File: src/rtl/sequential_divider.sv
// rtl/sequential_divider.sv - signed restoring divider, one quotient bit per clock
//
// Ports:
//   clk            rising-edge system clock
//   rst            synchronous active-high reset
//   start          one-cycle request, honoured in IDLE and DONE only
//   Dividend_INPUT 2*DW-bit signed dividend
//   Divisor_INPUT  DW-bit signed divisor
//   Busy           high in LOAD, CALC and SIGN
//   Ready          high in DONE (result valid)
//   Quotient       2*DW-bit signed quotient, truncated toward zero
//   Remainder      DW-bit signed remainder, sign of the dividend
//   DivZero        divisor was zero for the current result
//   Overflow       -2^(2DW-1) / -1 (quotient wraps to 2^(2DW-1))
module sequential_divider #(
    parameter int DW = 8
) (
    input  logic              clk,
    input  logic              rst,
    input  logic              start,
    input  logic [2*DW-1:0]   Dividend_INPUT,
    input  logic [DW-1:0]     Divisor_INPUT,
    output logic              Busy,
    output logic              Ready,
    output logic [2*DW-1:0]   Quotient,
    output logic [DW-1:0]     Remainder,
    output logic              DivZero,
    output logic              Overflow
);
    localparam int QW = 2 * DW;
    localparam int CW = $clog2(QW);

    typedef enum logic [2:0] {IDLE, LOAD, CALC, SIGN, DONE} state_t;

    state_t          state_q, state_d;
    logic [QW-1:0]   dividend_q, dividend_d;
    logic [DW-1:0]   divisor_q, divisor_d;
    // Dividend magnitude shifts out MSB-first while quotient bits shift in at the LSB.
    logic [QW-1:0]   qsh_q, qsh_d;
    // Divisor magnitude fits DW bits unsigned (largest is 2^(DW-1)).
    logic [DW-1:0]   dmag_q, dmag_d;
    // Partial remainder stays below dmag, so DW bits suffice between iterations.
    logic [DW-1:0]   prem_q, prem_d;
    logic [CW-1:0]   cnt_q, cnt_d;
    logic            sign_q_q, sign_q_d;
    logic            sign_r_q, sign_r_d;
    logic            busy_q, busy_d;
    logic            ready_q, ready_d;
    logic [QW-1:0]   quot_q, quot_d;
    logic [DW-1:0]   rem_q, rem_d;
    logic            divzero_q, divzero_d;
    logic            ovf_q, ovf_d;

    logic [DW:0]     shifted;
    logic [DW-1:0]   trial;
    logic            fits;

    always_comb begin
        state_d   = state_q;
        dividend_d = dividend_q;
        divisor_d = divisor_q;
        qsh_d     = qsh_q;
        dmag_d    = dmag_q;
        prem_d    = prem_q;
        cnt_d     = cnt_q;
        sign_q_d  = sign_q_q;
        sign_r_d  = sign_r_q;
        quot_d    = quot_q;
        rem_d     = rem_q;
        divzero_d = divzero_q;
        ovf_d     = ovf_q;

        shifted = {prem_q, qsh_q[QW-1]};
        fits    = (shifted >= {1'b0, dmag_q});
        // Only consumed when fits is set, where the true difference is below 2^DW.
        trial   = shifted[DW-1:0] - dmag_q;

        case (state_q)
            IDLE, DONE: begin
                if (start) begin
                    dividend_d = Dividend_INPUT;
                    divisor_d  = Divisor_INPUT;
                    state_d    = LOAD;
                end
            end
            LOAD: begin
                if (divisor_q == '0) begin
                    divzero_d = 1'b1;
                    quot_d    = '0;
                    rem_d     = '0;
                    ovf_d     = 1'b0;
                    state_d   = DONE;
                end else begin
                    qsh_d    = dividend_q[QW-1] ? -dividend_q : dividend_q;
                    dmag_d   = divisor_q[DW-1] ? -divisor_q : divisor_q;
                    sign_q_d = dividend_q[QW-1] ^ divisor_q[DW-1];
                    sign_r_d = dividend_q[QW-1];
                    prem_d   = '0;
                    cnt_d    = CW'(QW - 1);
                    state_d  = CALC;
                end
            end
            CALC: begin
                prem_d = fits ? trial : shifted[DW-1:0];
                qsh_d  = {qsh_q[QW-2:0], fits};
                cnt_d  = cnt_q - CW'(1);
                if (cnt_q == '0) begin
                    state_d = SIGN;
                end
            end
            SIGN: begin
                quot_d    = sign_q_q ? -qsh_q : qsh_q;
                rem_d     = sign_r_q ? -prem_q : prem_q;
                // Only -2^(QW-1) / -1 yields a positive magnitude of 2^(QW-1).
                ovf_d     = !sign_q_q && (qsh_q == {1'b1, {(QW-1){1'b0}}});
                divzero_d = 1'b0;
                state_d   = DONE;
            end
            default: state_d = IDLE;
        endcase

        busy_d  = (state_d == LOAD) || (state_d == CALC) || (state_d == SIGN);
        ready_d = (state_d == DONE);
    end

    always_ff @(posedge clk) begin
        if (rst) begin
            state_q    <= IDLE;
            dividend_q <= '0;
            divisor_q  <= '0;
            qsh_q      <= '0;
            dmag_q     <= '0;
            prem_q     <= '0;
            cnt_q      <= '0;
            sign_q_q   <= 1'b0;
            sign_r_q   <= 1'b0;
            busy_q     <= 1'b0;
            ready_q    <= 1'b0;
            quot_q     <= '0;
            rem_q      <= '0;
            divzero_q  <= 1'b0;
            ovf_q      <= 1'b0;
        end else begin
            state_q    <= state_d;
            dividend_q <= dividend_d;
            divisor_q  <= divisor_d;
            qsh_q      <= qsh_d;
            dmag_q     <= dmag_d;
            prem_q     <= prem_d;
            cnt_q      <= cnt_d;
            sign_q_q   <= sign_q_d;
            sign_r_q   <= sign_r_d;
            busy_q     <= busy_d;
            ready_q    <= ready_d;
            quot_q     <= quot_d;
            rem_q      <= rem_d;
            divzero_q  <= divzero_d;
            ovf_q      <= ovf_d;
        end
    end

    assign Busy      = busy_q;
    assign Ready     = ready_q;
    assign Quotient  = quot_q;
    assign Remainder = rem_q;
    assign DivZero   = divzero_q;
    assign Overflow  = ovf_q;
endmodule
File: config.mk
export PLATFORM = sky130hd
export DESIGN_NAME = sequential_divider
export DESIGN_NICKNAME = d
export VERILOG_FILES = /design/src/rtl/sequential_divider.sv
export SDC_FILE = /design/constraint.sdc
export NUM_CORES = 1
export LEC_CHECK = 0
export ABC_AREA = 1
export BUFFER_PORTS_ARGS = -buffer_cell sky130_fd_sc_hd__buf_2
export CAP_MARGIN = 15
export CORE_MARGIN = 4
export CORE_UTILIZATION = 56
export DETAILED_ROUTE_END_ITERATION = 12
export HOLD_SLACK_MARGIN = 0.05
export PLACE_DENSITY_LB_ADDON = 0.15
export SLEW_MARGIN = 30
export SYNTH_ARGS = -nofsm -noshare
export SYNTH_HDL_FRONTEND = slang
export SYNTH_SLANG_ARGS = --single-unit
File: constraint.sdc
create_clock -name clk -period 4.5 [get_ports clk]
set_input_delay 0.9 -clock clk [delete_from_list [all_inputs] [get_ports clk]]
set_output_delay 0.9 -clock clk [all_outputs]
set_load 0.03 [all_outputs]
==> results of run 1 <==
==> worst max path at each step <==
stage                          startpoint                    end  slack, ps  cells after the start
floorplan                             rst  cnt_q[1]$_SDFFE_PP0P_       2790                      5
global placement                    start        Busy$_SDFF_PP0_       1970                      7
detailed placement                  start        Busy$_SDFF_PP0_       1900                      7
CTS                                 start        Busy$_SDFF_PP0_       2280                      7
global route        state_q[2]$_SDFF_PP0_        Busy$_SDFF_PP0_       2290                      9
finish              state_q[2]$_SDFF_PP0_        Busy$_SDFF_PP0_       2460                      9
==> through the flow <==
stage / hold slack, ps / setup WS, ps / cells
after floorplan: 455 / 2790 / 724
after global placement: 448 / 1970 / 856
after detailed placement: 451 / 1900 / 856
after CTS: 466 / 2280 / 872
after global routing: 476 / 2290 / 872
final: 462 / 2460 / 872
==> flip-flops by register name (all words and copies together) (netlist names) <==
register and cells:
dividend_q 16, Ready 1, qsh_q 16, Quotient 16, divisor_q 8, cnt_q 4, DivZero 1, Remainder 8
sign_r_q 1, dmag_q 8, Overflow 1, prem_q 8, Busy 1, sign_q_q 1, state_q 3
==> kinds of logic after synthesis <==
family | Yosys count
buffers and inverters | 122
AOI/OAI and AO/OA | 178
xor gates and xnor gates | 11
adders and majority gates | 14
and+or+nand+nor | 306
DFF | 93
==> synth_stat cells, types with 2 or more instances <==
| cell | instances | area [µm²] |
|---|---|---|
| a21oi_1 | 86 | 430 |
| a21oi_2 | 3 | 26.3 |
| a31oi_1 | 4 | 25.0 |
| buf_2 | 6 | 30.0 |
| buf_4 | 2 | 15.0 |
| buf_6 | 5 | 56.3 |
| clkbuf_1 | 17 | 63.8 |
| dfxtp_1 | 93 | 1860 |
| ha_1 | 13 | 163 |
| inv_1 | 85 | 319 |
| inv_2 | 3 | 11.3 |
| inv_4 | 2 | 12.5 |
| nand2_1 | 150 | 563 |
| nand3_1 | 67 | 335 |
| nand3_2 | 7 | 70.1 |
| nand3b_1 | 5 | 37.5 |
| nand4_1 | 4 | 25.0 |
| nor2_1 | 59 | 221 |
| nor3_1 | 4 | 20.0 |
| nor4_1 | 2 | 12.5 |
| o211ai_1 | 5 | 37.5 |
| o21ai_0 | 55 | 275 |
| o21ai_1 | 8 | 40.0 |
| o22ai_1 | 9 | 56.3 |
| o31ai_1 | 3 | 22.5 |
| xnor2_1 | 3 | 26.3 |
| xor2_1 | 8 | 70.1 |
==> cell type report <==
cell class	count	area (µm²)
clock buffer	11	141
fill	845	3270
inverter	91	352
tap	108	135
multi-input combinational	509	2620
sequential	93	1860
clock inverter	5	60.1
timing repair buffer	55	278
==> worst max-delay path: stages (launching register included) <==
cell	delay, ps
dfxtp_1	350
inv_1	170
nand3_1	440
inv_2	460
nand3b_1	180
nor2_1	140
nor2_1	70
nand2_1	60
nand2_1	50
inv_1	70
==> power by group <==
| part | internal (W) | switching (W) |
|---|---|---|
| combinational | 0.000318 | 0.000623 |
| clock | 0.000272 | 0.000298 |
| sequential | 0.000900 | 0.0000815 |
| total | 0.00149 | 0.00100 |
==> layer usage <==
| metal | wire length, µm | global-route usage, % | vias to the layer above |
|---|---|---|---|
| li1 | - | - | 2460 |
| met1 | 5730 | 33.5 | 2087 |
| met2 | 4940 | 33.5 | 138 |
| met3 | 746 | 2.91 | 11 |
| met4 | 97 | 7.06 | 0 |
| met5 | 0 | 0 | - |
==> metrics, run 1 <==
status=finished, final reports clean; Slew Viols, Final=0; fin area=0.00545 mm²; total core area=0.00872 mm²; Detailed Place HPWL=between 8000 and 9000 µm; TritonRoute pass-1 iters=5; placer congestion estimate=0.846; gr ovfl total=0; Seq/Total Area, Yosys=37.1%; Crit Path Category=flip-flop to flip-flop; Synth Area in XOR/XNOR=1.92%; Pwr per Cell Area=457 mW/mm²; number of global-route vias before repair=4,069; most common cell after layout, fill and taps aside=nand2_1; worst reg2reg path depth=9; WL per Instance=between 10 and 15 µm; I/O Buffers=54; Post-Syn Nets=765; endpoint class of the critical path=flip-flop; final core occ=62.5%; type of the worst min-delay path=flip-flop to flip-flop; Die Ht=approximately 100 µm; Clock Latency Late Sink=~360 ps; Hold EP=Quotient[1]$_SDFFE_PP0P_; IO Pins=between 50 and 60; Post-CTS Setup Bufs=0; Tcrit/Tclk final=45.4%; mapped cell area=0.00501 mm²; Die ar.=0.0105 mm²; post-CTS resize count=0; worst reg2reg endpoint=Busy$_SDFF_PP0_; synth-to-layout area growth=8.71%; Post-Synth Adder-Cell Area=under 10%; fmax=about 490 MHz; Max Cap Viol=0; Worst Max-Slew Pin Slew=about 750 ps; CTS tree=built; VDD IR-drop max=0.179 mV; number of DRC markers in iteration 0=210; Max Buffers Root-to-Sink=2; asr flop ratio synth=0%; Synth cell types=43; worst clock skew=14.2 ps; Post-Synth Simple-Gate Area=27.2%; Post-synth EDFFs=0; H-tree levels=3; Avg Inst Size Synth=6.92 µm²; dpl cell area=0.00525 mm²; GRT Total Usage=about 22%; final hold violation count=0; Leakage=2.36 nW; Clk pin slew, worst setup/hold paths=100 ps; mux cell area share after synthesis=0%; total clock buffers created by CTS=9; final setup vio count=0; worst endpoint data arrival time=2350 ps; # diodes=0; crit path launch type=flip-flop; commonest non-fill, non-tap cells in the layout=nand2_1 (149), dfxtp_1 (93), a21oi_1 (86), inv_1 (84), nand3_1 (67); Total Power=0.00249 W; initial antenna violation count=0; largest net degree at the start of global routing=52; synthesized instance count=724; R2R setup slack=around 2500 ps; relative slew slack=50.1%; Synth Register Bits=93; post-route ant nets=0; CP required=between 4000 and 5000 ps; DR vias=4,696; Root Buffer=clkbuf_8; Compound-Gate Fraction of Synth Area=about 20%; fin crit period=about 2000 ps; # hold bufs at CTS=0; CP Max Fanout=19; DRC viols=0; largest family of logic cells by synthesized area=simple AND/OR/NAND/NOR gates; nets=800; share of layout cells above drive strength 1=between 10% and 20%; Synth warnings=0; Sink Count=93; initial core utilization=57.5%; vias per cell=5.39; prevailing post-synth register cell=dfxtp_1; DRT Wirelength=11,500 µm; hold_sp=Quotient[1]$_SDFFE_PP0P_; Total Neg Setup Slack=0 ps; first-pass GRT wire length=roughly 19,000 µm; RSZ-0062 raised after global routing=no; # rows=34; Critical R2R Launch=state_q[2]$_SDFF_PP0_; Hold Path Cell Cnt=2; Die W=103 µm
Note: power is estimated with default switching activity, not from simulation.
==> run 2: changes to the inputs <==
==> constraint.sdc (replaced) <==
create_clock -name clk -period 2.1 [get_ports clk]
set_input_delay 0.42 -clock clk [delete_from_list [all_inputs] [get_ports clk]]
set_output_delay 0.42 -clock clk [all_outputs]
set_load 0.03 [all_outputs]
==> run 2 against run 1 <==
  * Largest power group unchanged
  * Die area stayed put
  * Final area rose by 0.62%
  * Clock skew fell by 4.6 ps
  * Highest routed layer unchanged
  * Clock power up 95%
  * Critical endpoint is now state_q[2]$_SDFF_PP0_
  * First-iteration DRC count is 18% higher
==> metrics, run 2 (synthesis results as in run 1) <==
Worst Max-Slew Pin Slew=636 ps (was 748 ps); final hold violation count=0 (unchanged); CP Max Fanout=26 (was 19); relative slew slack=57.5% (was 50.1%); DRT Wirelength=11,600 µm (was 11,500 µm); initial antenna violation count=0 (unchanged); CTS tree=built (unchanged); # diodes=0 (unchanged); Clk pin slew, worst setup/hold paths=90 ps (was 100 ps); placed insts=864 (was 856); placer congestion estimate=0.899 (was 0.846); fin crit period=1920 ps (was 2040 ps); endpoint class of the critical path=flip-flop (unchanged); # rows=34 (unchanged); crit path launch type=flip-flop (unchanged); post-CTS resize count=0 (unchanged); Critical R2R Launch=divisor_q[1]$_SDFFE_PP0P_ (was state_q[2]$_SDFF_PP0_); Slew Viols, Final=0 (unchanged); Hold Path Cell Cnt=3 (was 2); initial core utilization=57.5% (unchanged); worst reg2reg endpoint=state_q[2]$_SDFF_PP0_ (was Busy$_SDFF_PP0_); largest net degree at the start of global routing=52 (unchanged); gr ovfl total=0 (unchanged); DRC viols=0 (unchanged); post-route insts no fill=880 (was 872); final setup vio count=0 (unchanged); number of DRC markers in iteration 0=248 (was 210); critical path's slowest cell=a21oi_4 (was inv_2); worst clock skew=9.60 ps (was 14.2 ps); Clock Latency Late Sink=360 ps (about the same); TritonRoute pass-1 iters=7 (was 5); Crit Path Category=flip-flop to flip-flop (unchanged); slowest stage delay, CP=530 ps (was 460 ps); worst setup margin=183 ps (was 2460 ps); GRT Total Usage=22.8% (was 22.4%); RSZ-0062 raised after global routing=no (unchanged); Die ar.=0.0105 mm² (unchanged); VDD IR-drop max=0.432 mV (was 0.179 mV); WL per Instance=13.2 µm (about the same); commonest non-fill, non-tap cells in the layout=nand2_1 (150), dfxtp_1 (93), a21oi_1 (86), inv_1 (85), nand3_1 (67) (was nand2_1 (149), dfxtp_1 (93), a21oi_1 (86), inv_1 (84), nand3_1 (67)); total core area=0.00872 mm² (unchanged); Leakage=2.40 nW (was 2.36 nW); I/O Buffers=54 (unchanged); Die Ht=103 µm (unchanged); nets=808 (was 800); Post-CTS Setup Bufs=0 (unchanged); CP cell instances=inv_1, ha_1, nand3_2, nor2_1, a21oi_4, o21ai_0, o211ai_1, inv_1 (was inv_1, nand3_1, inv_2, nand3b_1, nor2_1, nor2_1, nand2_1, nand2_1, inv_1); IO Pins=55 (unchanged); Die W=103 µm (unchanged); vias per cell=5.38 (was 5.39); status=finished, final reports clean (unchanged); worst reg2reg path depth=8 (was 9); most common cell after layout, fill and taps aside=nand2_1 (unchanged); Pwr per Cell Area=958 mW/mm² (was 457 mW/mm²); hold_sp=Dividend_INPUT[4] (was Quotient[1]$_SDFFE_PP0P_); Max Buffers Root-to-Sink=2 (unchanged); DR vias=4,734 (was 4,696); share of layout cells above drive strength 1=13.3% (was 12.7%); Worst setup startpoint=divisor_q[1]$_SDFFE_PP0P_ (was state_q[2]$_SDFF_PP0_); fmax=522 MHz (was 490 MHz); H-tree levels=3 (unchanged); R2R setup slack=180 ps (was 2460 ps); Total Neg Setup Slack=0 ps (unchanged); synth-to-layout area growth=9.39% (was 8.71%); most frequent CP cell=inv_1; Sink Count=93 (unchanged); final hold slack=304 ps (was 462 ps); Hold EP=dividend_q[4]$_SDFFE_PP0P_ (was Quotient[1]$_SDFFE_PP0P_); Setup WS pre-CTS=197 ps (was 1900 ps); Tcrit/Tclk final=91.3% (was 45.4%); first-pass GRT wire length=19,300 µm (was 19,000 µm); post-route ant nets=0 (unchanged); number of global-route vias before repair=4,241 (was 4,069); Max Cap Viol=0 (unchanged); worst endpoint data arrival time=2170 ps (was 2350 ps); CP required=2350 ps (was 4810 ps); Root Buffer=clkbuf_8 (unchanged); Detailed Place HPWL=8810 µm (was 8530 µm); type of the worst min-delay path=input pin to flip-flop (was flip-flop to flip-flop); # hold bufs at CTS=0 (unchanged); total clock buffers created by CTS=9 (unchanged)
-- run 2: changes by cell type in the layout (fill, tap and decap cells not counted), sizes merged --
cell,delta
clkinvlp,-1
bufinv,-1
clkinv,+2
buf,+8
-- run 2: final cells by class --
class	instances	area, µm²
Clock buffer	11	141
Clock inverter	5	36.3
Fill cell	838	3240
Inverter	91	352
Multi-Input combinational cell	509	2620
Sequential cell	93	1860
Tap cell	108	135
Timing Repair Buffer	63	338
-- run 2: worst max-delay path by stage --
stage                             end  slack [ps]
4_1_cts         state_q[2]$_SDFF_PP0_         190
5_1_grt        prem_q[5]$_SDFFE_PP0P_          30
2_1_floorplan  prem_q[6]$_SDFFE_PP0P_         470
3_5_place_dp    state_q[2]$_SDFF_PP0_         200
3_3_place_gp    qsh_q[0]$_SDFFE_PP0P_         280
6_report        state_q[2]$_SDFF_PP0_         180
-- run 2: critical path: cells and delay by family (launching register included) --
kind | cells | cell delay, ps
adder cells (fa/ha/maj) | 1 | 210
AO/OA/AOI/OAI | 3 | 890
AND/OR/NAND/NOR | 2 | 240
buffers and inverters | 2 | 140
flip-flops | 1 | 340
-- run 2: per-stage QoR --
step	power (W)	util [%]	cell area, µm²
after global placement	0.00410	60.8	5310
final	0.00525	62.9	5480
after global routing	0.00564	62.9	5480
after CTS	0.00525	62.9	5480
after detailed placement	0.00415	60.8	5310
after floorplan	0.00377	-	5010
-- run 2: power breakdown --
group          internal, W  switching, W  total, W
Clock             0.000463      0.000642   0.00111
Combinational     0.000702       0.00136   0.00206
Sequential         0.00193      0.000157   0.00209
Total              0.00309       0.00216   0.00525
-- run 2: metal layers --
layer	vias up	wire length, µm	GRT usage (%)
li1	2480	-	-
met1	2114	5670	32.7
met2	131	5130	35.6
met3	9	680	4.40
met4	0	128	5.65
met5	-	0	0
